===== src/rtl/wishbone_master.sv =====
// Wishbone classic single-transfer initiator: one cyc/stb cycle per valid/ready request.
// Optional bus watchdog is enabled by defining WB_MASTER_TIMEOUT_EN.
module wishbone_master #(
    parameter int unsigned MAX_RETRIES    = 4,
    parameter int unsigned TIMEOUT_CYCLES = 256
) (
    input  logic        clk_i,
    input  logic        rst_i,
    input  logic        req_valid_i,
    output logic        req_ready_o,
    input  logic [31:0] req_addr_i,
    input  logic        req_we_i,
    input  logic [3:0]  req_sel_i,
    input  logic [31:0] req_wdata_i,
    output logic        rsp_valid_o,
    output logic        rsp_err_o,
    output logic [31:0] rsp_rdata_o,
    output logic        cyc_o,
    output logic        stb_o,
    output logic        we_o,
    output logic [31:0] adr_o,
    output logic [3:0]  sel_o,
    output logic [31:0] dat_o,
    input  logic [31:0] dat_i,
    input  logic        ack_i,
    input  logic        err_i,
    input  logic        rty_i
);

    localparam logic [1:0] S_IDLE    = 2'd0;
    localparam logic [1:0] S_BUS     = 2'd1;
    localparam logic [1:0] S_BACKOFF = 2'd2;

    localparam int unsigned RETRY_W = 8;
    localparam int unsigned WD_W    = 16;

    if (MAX_RETRIES < 1 || MAX_RETRIES > 255 || TIMEOUT_CYCLES < 2 || TIMEOUT_CYCLES > 65535) begin : g_param_check
        $error("wishbone_master: parameter out of range");
    end

    logic [1:0]         state, state_n;
    logic [RETRY_W-1:0] retry_cnt, retry_n;
    logic               cyc_n, stb_n, we_n;
    logic [31:0]        adr_n, dat_n;
    logic [3:0]         sel_n;
    logic               rsp_valid_n, rsp_err_n;
    logic [31:0]        rsp_rdata_n;
    logic               last_try;
    logic               timeout;

    assign req_ready_o = (state == S_IDLE) && !rst_i;

    // This rty would be the MAX_RETRIES-th one, so it ends the request with an error.
    assign last_try = (32'(retry_cnt) + 32'd1) >= MAX_RETRIES;

`ifdef WB_MASTER_TIMEOUT_EN
    logic [WD_W-1:0] wd_cnt, wd_n;

    assign timeout = (wd_cnt == WD_W'(TIMEOUT_CYCLES - 1));

    // Zero outside BUS so every entry into BUS starts a fresh count.
    always_comb begin
        wd_n = '0;
        if (state == S_BUS && !(err_i || ack_i || rty_i)) begin
            wd_n = wd_cnt + WD_W'(1);
        end
    end

    always_ff @(posedge clk_i) begin
        if (rst_i) begin
            wd_cnt <= '0;
        end else begin
            wd_cnt <= wd_n;
        end
    end
`else
    assign timeout = 1'b0;
`endif

    // Next-state and next-output logic.
    always_comb begin
        state_n     = state;
        retry_n     = retry_cnt;
        cyc_n       = cyc_o;
        stb_n       = stb_o;
        we_n        = we_o;
        adr_n       = adr_o;
        sel_n       = sel_o;
        dat_n       = dat_o;
        rsp_valid_n = 1'b0;
        rsp_err_n   = rsp_err_o;
        rsp_rdata_n = rsp_rdata_o;

        case (state)
            S_IDLE: begin
                if (req_valid_i && req_ready_o) begin
                    adr_n   = req_addr_i & ~32'h3;
                    we_n    = req_we_i;
                    sel_n   = req_sel_i;
                    dat_n   = req_wdata_i;
                    cyc_n   = 1'b1;
                    stb_n   = 1'b1;
                    retry_n = '0;
                    state_n = S_BUS;
                end
            end
            S_BUS: begin
                // Priority err > ack > rty > watchdog.
                if (err_i || (!ack_i && ((rty_i && last_try) || (!rty_i && timeout)))) begin
                    cyc_n       = 1'b0;
                    stb_n       = 1'b0;
                    rsp_valid_n = 1'b1;
                    rsp_err_n   = 1'b1;
                    rsp_rdata_n = '0;
                    state_n     = S_IDLE;
                end else if (ack_i) begin
                    cyc_n       = 1'b0;
                    stb_n       = 1'b0;
                    rsp_valid_n = 1'b1;
                    rsp_err_n   = 1'b0;
                    rsp_rdata_n = we_o ? 32'h0 : dat_i;
                    state_n     = S_IDLE;
                end else if (rty_i) begin
                    retry_n = retry_cnt + RETRY_W'(1);
                    cyc_n   = 1'b0;
                    stb_n   = 1'b0;
                    state_n = S_BACKOFF;
                end
            end
            S_BACKOFF: begin
                cyc_n   = 1'b1;
                stb_n   = 1'b1;
                state_n = S_BUS;
            end
            default: begin
                state_n = S_IDLE;
            end
        endcase
    end

    always_ff @(posedge clk_i) begin
        if (rst_i) begin
            state       <= S_IDLE;
            retry_cnt   <= '0;
            cyc_o       <= 1'b0;
            stb_o       <= 1'b0;
            we_o        <= 1'b0;
            adr_o       <= '0;
            sel_o       <= 4'b0000;
            dat_o       <= '0;
            rsp_valid_o <= 1'b0;
            rsp_err_o   <= 1'b0;
            rsp_rdata_o <= '0;
        end else begin
            state       <= state_n;
            retry_cnt   <= retry_n;
            cyc_o       <= cyc_n;
            stb_o       <= stb_n;
            we_o        <= we_n;
            adr_o       <= adr_n;
            sel_o       <= sel_n;
            dat_o       <= dat_n;
            rsp_valid_o <= rsp_valid_n;
            rsp_err_o   <= rsp_err_n;
            rsp_rdata_o <= rsp_rdata_n;
        end
    end

endmodule


===== config.mk =====
export PLATFORM = sky130hd
export DESIGN_NAME = wishbone_master
export DESIGN_NICKNAME = d
export VERILOG_FILES = /design/src/rtl/wishbone_master.sv
export SDC_FILE = /design/constraint.sdc
export NUM_CORES = 1
export LEC_CHECK = 0
export CAP_MARGIN = 10
export CORE_ASPECT_RATIO = 1.4
export CORE_MARGIN = 2
export CORE_UTILIZATION = 40
export DETAILED_ROUTE_END_ITERATION = 7
export GPL_TIMING_DRIVEN = 0
export PLACE_DENSITY = 0.81
export RECOVER_POWER = 100
export SYNTH_ARGS = -nofsm -noshare
export SYNTH_HDL_FRONTEND = slang
export SYNTH_SLANG_ARGS = --single-unit

===== constraint.sdc =====
create_clock -name clk_i -period 4.5 [get_ports clk_i]
set_input_delay 0.9 -clock clk_i [delete_from_list [all_inputs] [get_ports clk_i]]
set_output_delay 0.9 -clock clk_i [all_outputs]
set_load 0.05 [all_outputs]

=== Yosys cells after proc, flatten, opt, wreduce, memory -nomap -nowiden ===
Index checks and enable logic that the tools add are counted.

* Flip-flop bits (word level): 112
* Output and inout port bits: 106

* Add/subtract/negate cells: 2
* $lt $le $gt $ge: 1
* Equality and inequality tests: 7
* Muxes and demuxes: 22
* Bitwise operators: 1
* Reduce and logical (&&, ||, !) cells: 17

{| class="wikitable"
|+ Operators with widths
! kind !! number
|-
| two-way mux 32 bit || 3
|-
| two-way mux 8 bit || 4
|-
| one-hot mux 8 bit (2 select lines) || 1
|-
| adder 8 x 1 -> 9 bit (second input constant) || 1
|-
| greater-or-equal comparator 9 x 3 -> 1 bit (second input constant) || 1
|-
| adder 8 x 1 -> 8 bit (second input constant) || 1
|-
| two-way mux 1 bit || 8
|-
| two-way mux 2 bit || 4
|-
| inequality test 2 bit (second input constant) || 3
|-
| one-hot mux 2 bit (3 select lines) || 1
|-
| AND reduction 2 bit || 3
|-
| AND reduction 5 bit || 1
|-
| logical AND 1 bit || 4
|-
| inequality test 4 bit (second input constant) || 1
|-
| nonzero test 2 bit || 2
|-
| one-hot mux 1 bit (3 select lines) || 1
|-
| AND reduction 3 bit || 1
|-
| nonzero test 3 bit || 1
|-
| equality test 2 x 1 -> 1 bit (second input constant) || 1
|-
| equality test 2 bit (second input constant) || 1
|-
| zero test 1 bit || 2
|-
| zero test 2 bit || 1
|-
| inequality test 2 x 1 -> 1 bit (second input constant) || 1
|-
| OR reduction 2 bit || 1
|-
| other kinds (2) || 2
|}

=== Depth between registers and ports, before layout ===
* Word-level depth: 7
* Gate-level depth with buffers: 7

=== Worst setup path after synthesis ===
OpenSTA, ideal clock, no wires.

* Path type: input port to flip-flop
* Start point: in rst_i
* End point: reg adr_o[28]
* Library setup time: 0.074 ns
* Arrival: 3.103 ns
* Path slack: 1.322 ns
* Stages: 7
* Path buffers: 3
* Path through: nor3_1 -> and2_1 -> clkbuf_1 -> clkbuf_1 -> clkbuf_1 -> nand2_1 -> o21ai_0

* Word-level cells in the longest chain between the ends: 4

{| class="wikitable"
|+ Ends and longest elaborated chain
! element !! line !! RTL
|-
| start, declared || 8 || <nowiki>input logic rst_i,</nowiki>
|-
| zero test 1 bit || 51 || <nowiki>assign req_ready_o = (state == S_IDLE) && !rst_i;</nowiki>
|-
| logical AND 1 bit || 51 ||
|-
| logical AND 1 bit || 96 || <nowiki>if (req_valid_i && req_ready_o) begin</nowiki>
|-
| AND reduction 2 bit (no source line) || n/a ||
|-
| end signal, assigned || 160 || <nowiki>adr_o <= adr_n;</nowiki>
|-
| end, declared || 21 || <nowiki>output logic [31:0] adr_o,</nowiki>
|}

Parallel ways exist; a longest one is shown, timed or not.
A chain may end at the register's enable or synchronous reset.

=== Final worst setup path ===
* Start point: in rst_i
* End point: out req_ready_o

* Word-level cells in the longest chain between the ends: 2

{| class="wikitable"
|+ Ends and longest elaborated chain
! element !! line !! RTL
|-
| zero test 1 bit || 51 ||
|-
| logical AND 1 bit || 51 ||
|-
| end, declared || 10 || <nowiki>output logic req_ready_o,</nowiki>
|}

No other way between the ends.

==> impl_metrics.tcl <==
set metrics [dict create \
    outcome "finished, final reports clean" \
    cts-resized-gates 0 \
    io_pins 213 \
    dp.cells 779 \
    total_power_mw 2.36 \
    yosysSeqAreaShare_pct 54.8 \
    clk_path_buf_depth 2 \
    grt-ovfl-total 0 \
    detail_route.iter0.violations 92 \
    vias_per_cell 4.82 \
    fin_skew_ns 0.00619 \
    combPwrFrac_pct 21.4 \
    power_frac_seq_pct 45.6 \
    cp_slowest_cell "dlygate4sd3_1" \
    dp_slack_ns 1.09 \
    clock_sinks 112 \
    antenna_left 0 \
    die_x_um 89.5 \
    dr.pass1.iters 4 \
    hpwl_um 8830 \
    grt_pass1_vias 3845 \
    start_util_pct 41.1 \
    critPathCaptureType "output port" \
    synth_area_mm2 0.00409 \
    synth-seq-cells 112 \
    insertion_delay_ns 0.34 \
    fmax_mhz 281 \
    n_fill_cell 815 \
    rows 43 \
    clockRootBuffer "clkbuf_16" \
    fin_crit_ns 3.55 \
    p_clk_share_pct 33.0 \
    worst_ir_drop_vdd_mv 0.207 \
    seqCellArea_mm2 0.00224 \
    io_buffers 208 \
    critical_path.cell_chain "dlygate4sd3_1 -> nor3_1 -> dlygate4sd3_1" \
    hp-class "register to register" \
    gp_congestion 0.740 \
    holdCritStartpoint "dat_o[19]" \
    yosys-top-cells-area "dfxtp_1, nand2b_1, o21ai_0" \
    cts_tree "done" \
    start_kind "input pin" \
    p_leak_nw 2.75 \
    dieArea_mm2 0.0111 \
    p_int_mw 1.69 \
    criticalPathCategory "input pin to output port" \
    grt_max_degree 17 \
    hold_buffers 0 \
    clkTransAtPathRegs_ns 0.07 \
    avgSynthCellArea_um2 9.41 \
    setup_viol 0 \
    crit_path_start "rst_i" \
    nets 764 \
    critical_path_arrival_ns 2.65 \
    p_per_area_mw_per_mm2 355 \
    final_util_pct 66.6 \
    fin_crit_sh_pct 79.0 \
    totalWireLength_um 11300 \
    route.detailed.drc 0 \
    path_common_cell "dlygate4sd3_1" \
    p_switching_uw 671 \
    n_antenna_cell 0 \
    fin_ws_ns 0.946 \
    worstPathMaxFanout 4 \
    cap_violations 0 \
    synth_cell_types 31 \
    area_delta_synth_final_pct 62.1 \
    yosys.area.top_type "dfxtp_1" \
    cts_buffers 9 \
    wl_per_cell_um 14.3 \
    antenna_found_initial 0 \
    layout.cells.non_filler 794 \
    slew_headroom_pct 46.9 \
    tightestPinTransition_ns 0.785 \
    setup-tns-final_ns 0 \
    chipHeight_um 124 \
    sw_frac_of_total_pct 28.4 \
    gr-usage-all-layers_pct 20.1 \
    required_ns 3.60 \
    yosysTopAreaCellShare_pct 54.8 \
    core-area_mm2 0.00995 \
    cts-htree-levels 3 \
    drive_gt1_share_pct 7.28 \
    yosysWarnings 0 \
    r2r-start "state[0]" \
    slew_viol_final 0 \
    hold_violations 0 \
    synthCells 435 \
    cpPeakStageDelay_ns 0.93 \
    post_cts_buffers 0 \
    rsz0062_at_grt "no" \
    grt_first_pass_wirelength_um 17300 \
    vias 3828 \
    multi_input_area_mm2 0.00170 \
]
==> worst paths after layout <==
path | endpoint | slack [ns] | cells after the start
worst max register to register | sel_o[1] | 2.21 | 7
worst min-delay path | dat_o[19] | 0.47 | 2
worst max-delay path | req_ready_o | 0.95 | 3
worst min register to register | dat_o[19] | 0.47 | 2
==> cells in the final DEF (no fill, tap or decap), types with 2 or more instances in the layout <==
cell | netlist | layout
dfxtp_1 | 112 | 112
conb_1 | 1 | 2
buf_6 | 3 | 3
and2_0 | 0 | 4
clkbuf_1 | 26 | 27
clkbuf_16 | 0 | 9
buf_4 | 3 | 3
ha_1 | 2 | 2
and2_1 | 7 | 3
nand2_1 | 72 | 72
clkinv_2 | 0 | 3
nand2b_1 | 70 | 70
a22o_2 | 25 | 25
or3_1 | 3 | 3
nor3_1 | 4 | 4
mux2i_1 | 2 | 2
o21ai_0 | 68 | 68
clkdlybuf4s50_1 | 0 | 103
nand3_1 | 2 | 2
a22o_1 | 8 | 8
a21oi_1 | 4 | 4
dlygate4sd3_1 | 0 | 105
nor2_1 | 10 | 10
==> per-stage QoR <==
stage	hold slack [ns]	instance area, um2
6_report	0.471	6630
2_1_floorplan	0.445	4100
3_3_place_gp	0.458	6350
5_1_grt	0.490	6630
3_5_place_dp	0.464	6350
4_1_cts	0.477	6630
==> layout make-up <==
class	instances	area share [%]
Sequential cell	112	33.8
Clock buffer	11	3.66
Timing Repair Buffer	208	31.4
Multi-Input combinational cell	291	25.6
Buffer	32	2.32
Clock inverter	4	0.679
Inverter	1	0.0566
Tap cell	135	2.55
==> power groups by stage <==
stage / Sequential, mW / Clock (mW) / Combinational [mW]
after floorplan: 1.29 / 0 / 0.105
after global placement: 1.10 / 0 / 0.523
after detailed placement: 1.10 / 0 / 0.528
after CTS: 1.08 / 0.798 / 0.530
after global routing: 1.08 / 0.835 / 0.536
final: 1.08 / 0.777 / 0.505
==> cell usage after synthesis <==
cell and count:
buf_4 3, a22o_2 25, buf_6 3, nor2_1 10
o31ai_1 1, o41a_1 1, a22o_1 8, a21oi_1 4
o41ai_4 1, mux2_2 1, a21o_1 1, nor4_1 1
clkbuf_1 26, or2_2 1, nor3_1 4, ha_1 2
a311o_1 1, nand2_1 72, and2_1 7, mux2i_1 2
inv_1 1, conb_1 1, nor4b_1 1, and2b_1 1
nand3_1 2, a31oi_2 1, nand2b_1 70, a211oi_1 1
dfxtp_1 112, o21ai_0 68, or3_1 3
==> metal layers <==
| metal | wire length (um) | vias to the layer above | global-route usage [%] | share of wire [%] |
|---|---|---|---|---|
| met5 | 0 | - | 0 | 0 |
| met4 | 318 | 0 | 8.68 | 2.8 |
| met3 | 757 | 21 | 4.97 | 6.7 |
| met2 | 5820 | 146 | 35.7 | 51 |
| met1 | 4440 | 1763 | 22.2 | 39 |
| li1 | - | 1898 | - | - |
==> sequential cells by signal (all words and copies together) (netlist names) <==
| register | flops |
|---|---|
| stb_o | 1 |
| adr_o | 30 |
| we_o | 1 |
| retry_cnt | 8 |
| rsp_err_o | 1 |
| rsp_valid_o | 1 |
| rsp_rdata_o | 32 |
| sel_o | 4 |
| dat_o | 32 |
| state | 2 |
==> kinds of logic (layout without fill, tap and decap cells) <==
family / Yosys count / count (layout) / share of synthesized area, %
simple gates: 172 / 172 / 21.2
compound gates: 112 / 112 / 18.7
flops: 112 / 112 / 54.8
buf+inv: 33 / 256 / 3.85
mux: 3 / 3 / 0.765
fa+ha+maj: 2 / 2 / 0.612
other cells: 1 / 2 / 0.0917
==> critical path: cells and delay by family <==
family                 cells  cell delay [ns]
and+or+nand+nor            1             0.23
buffers and inverters      2             1.53
No activity file was read; power rests on OpenSTA's default activity.
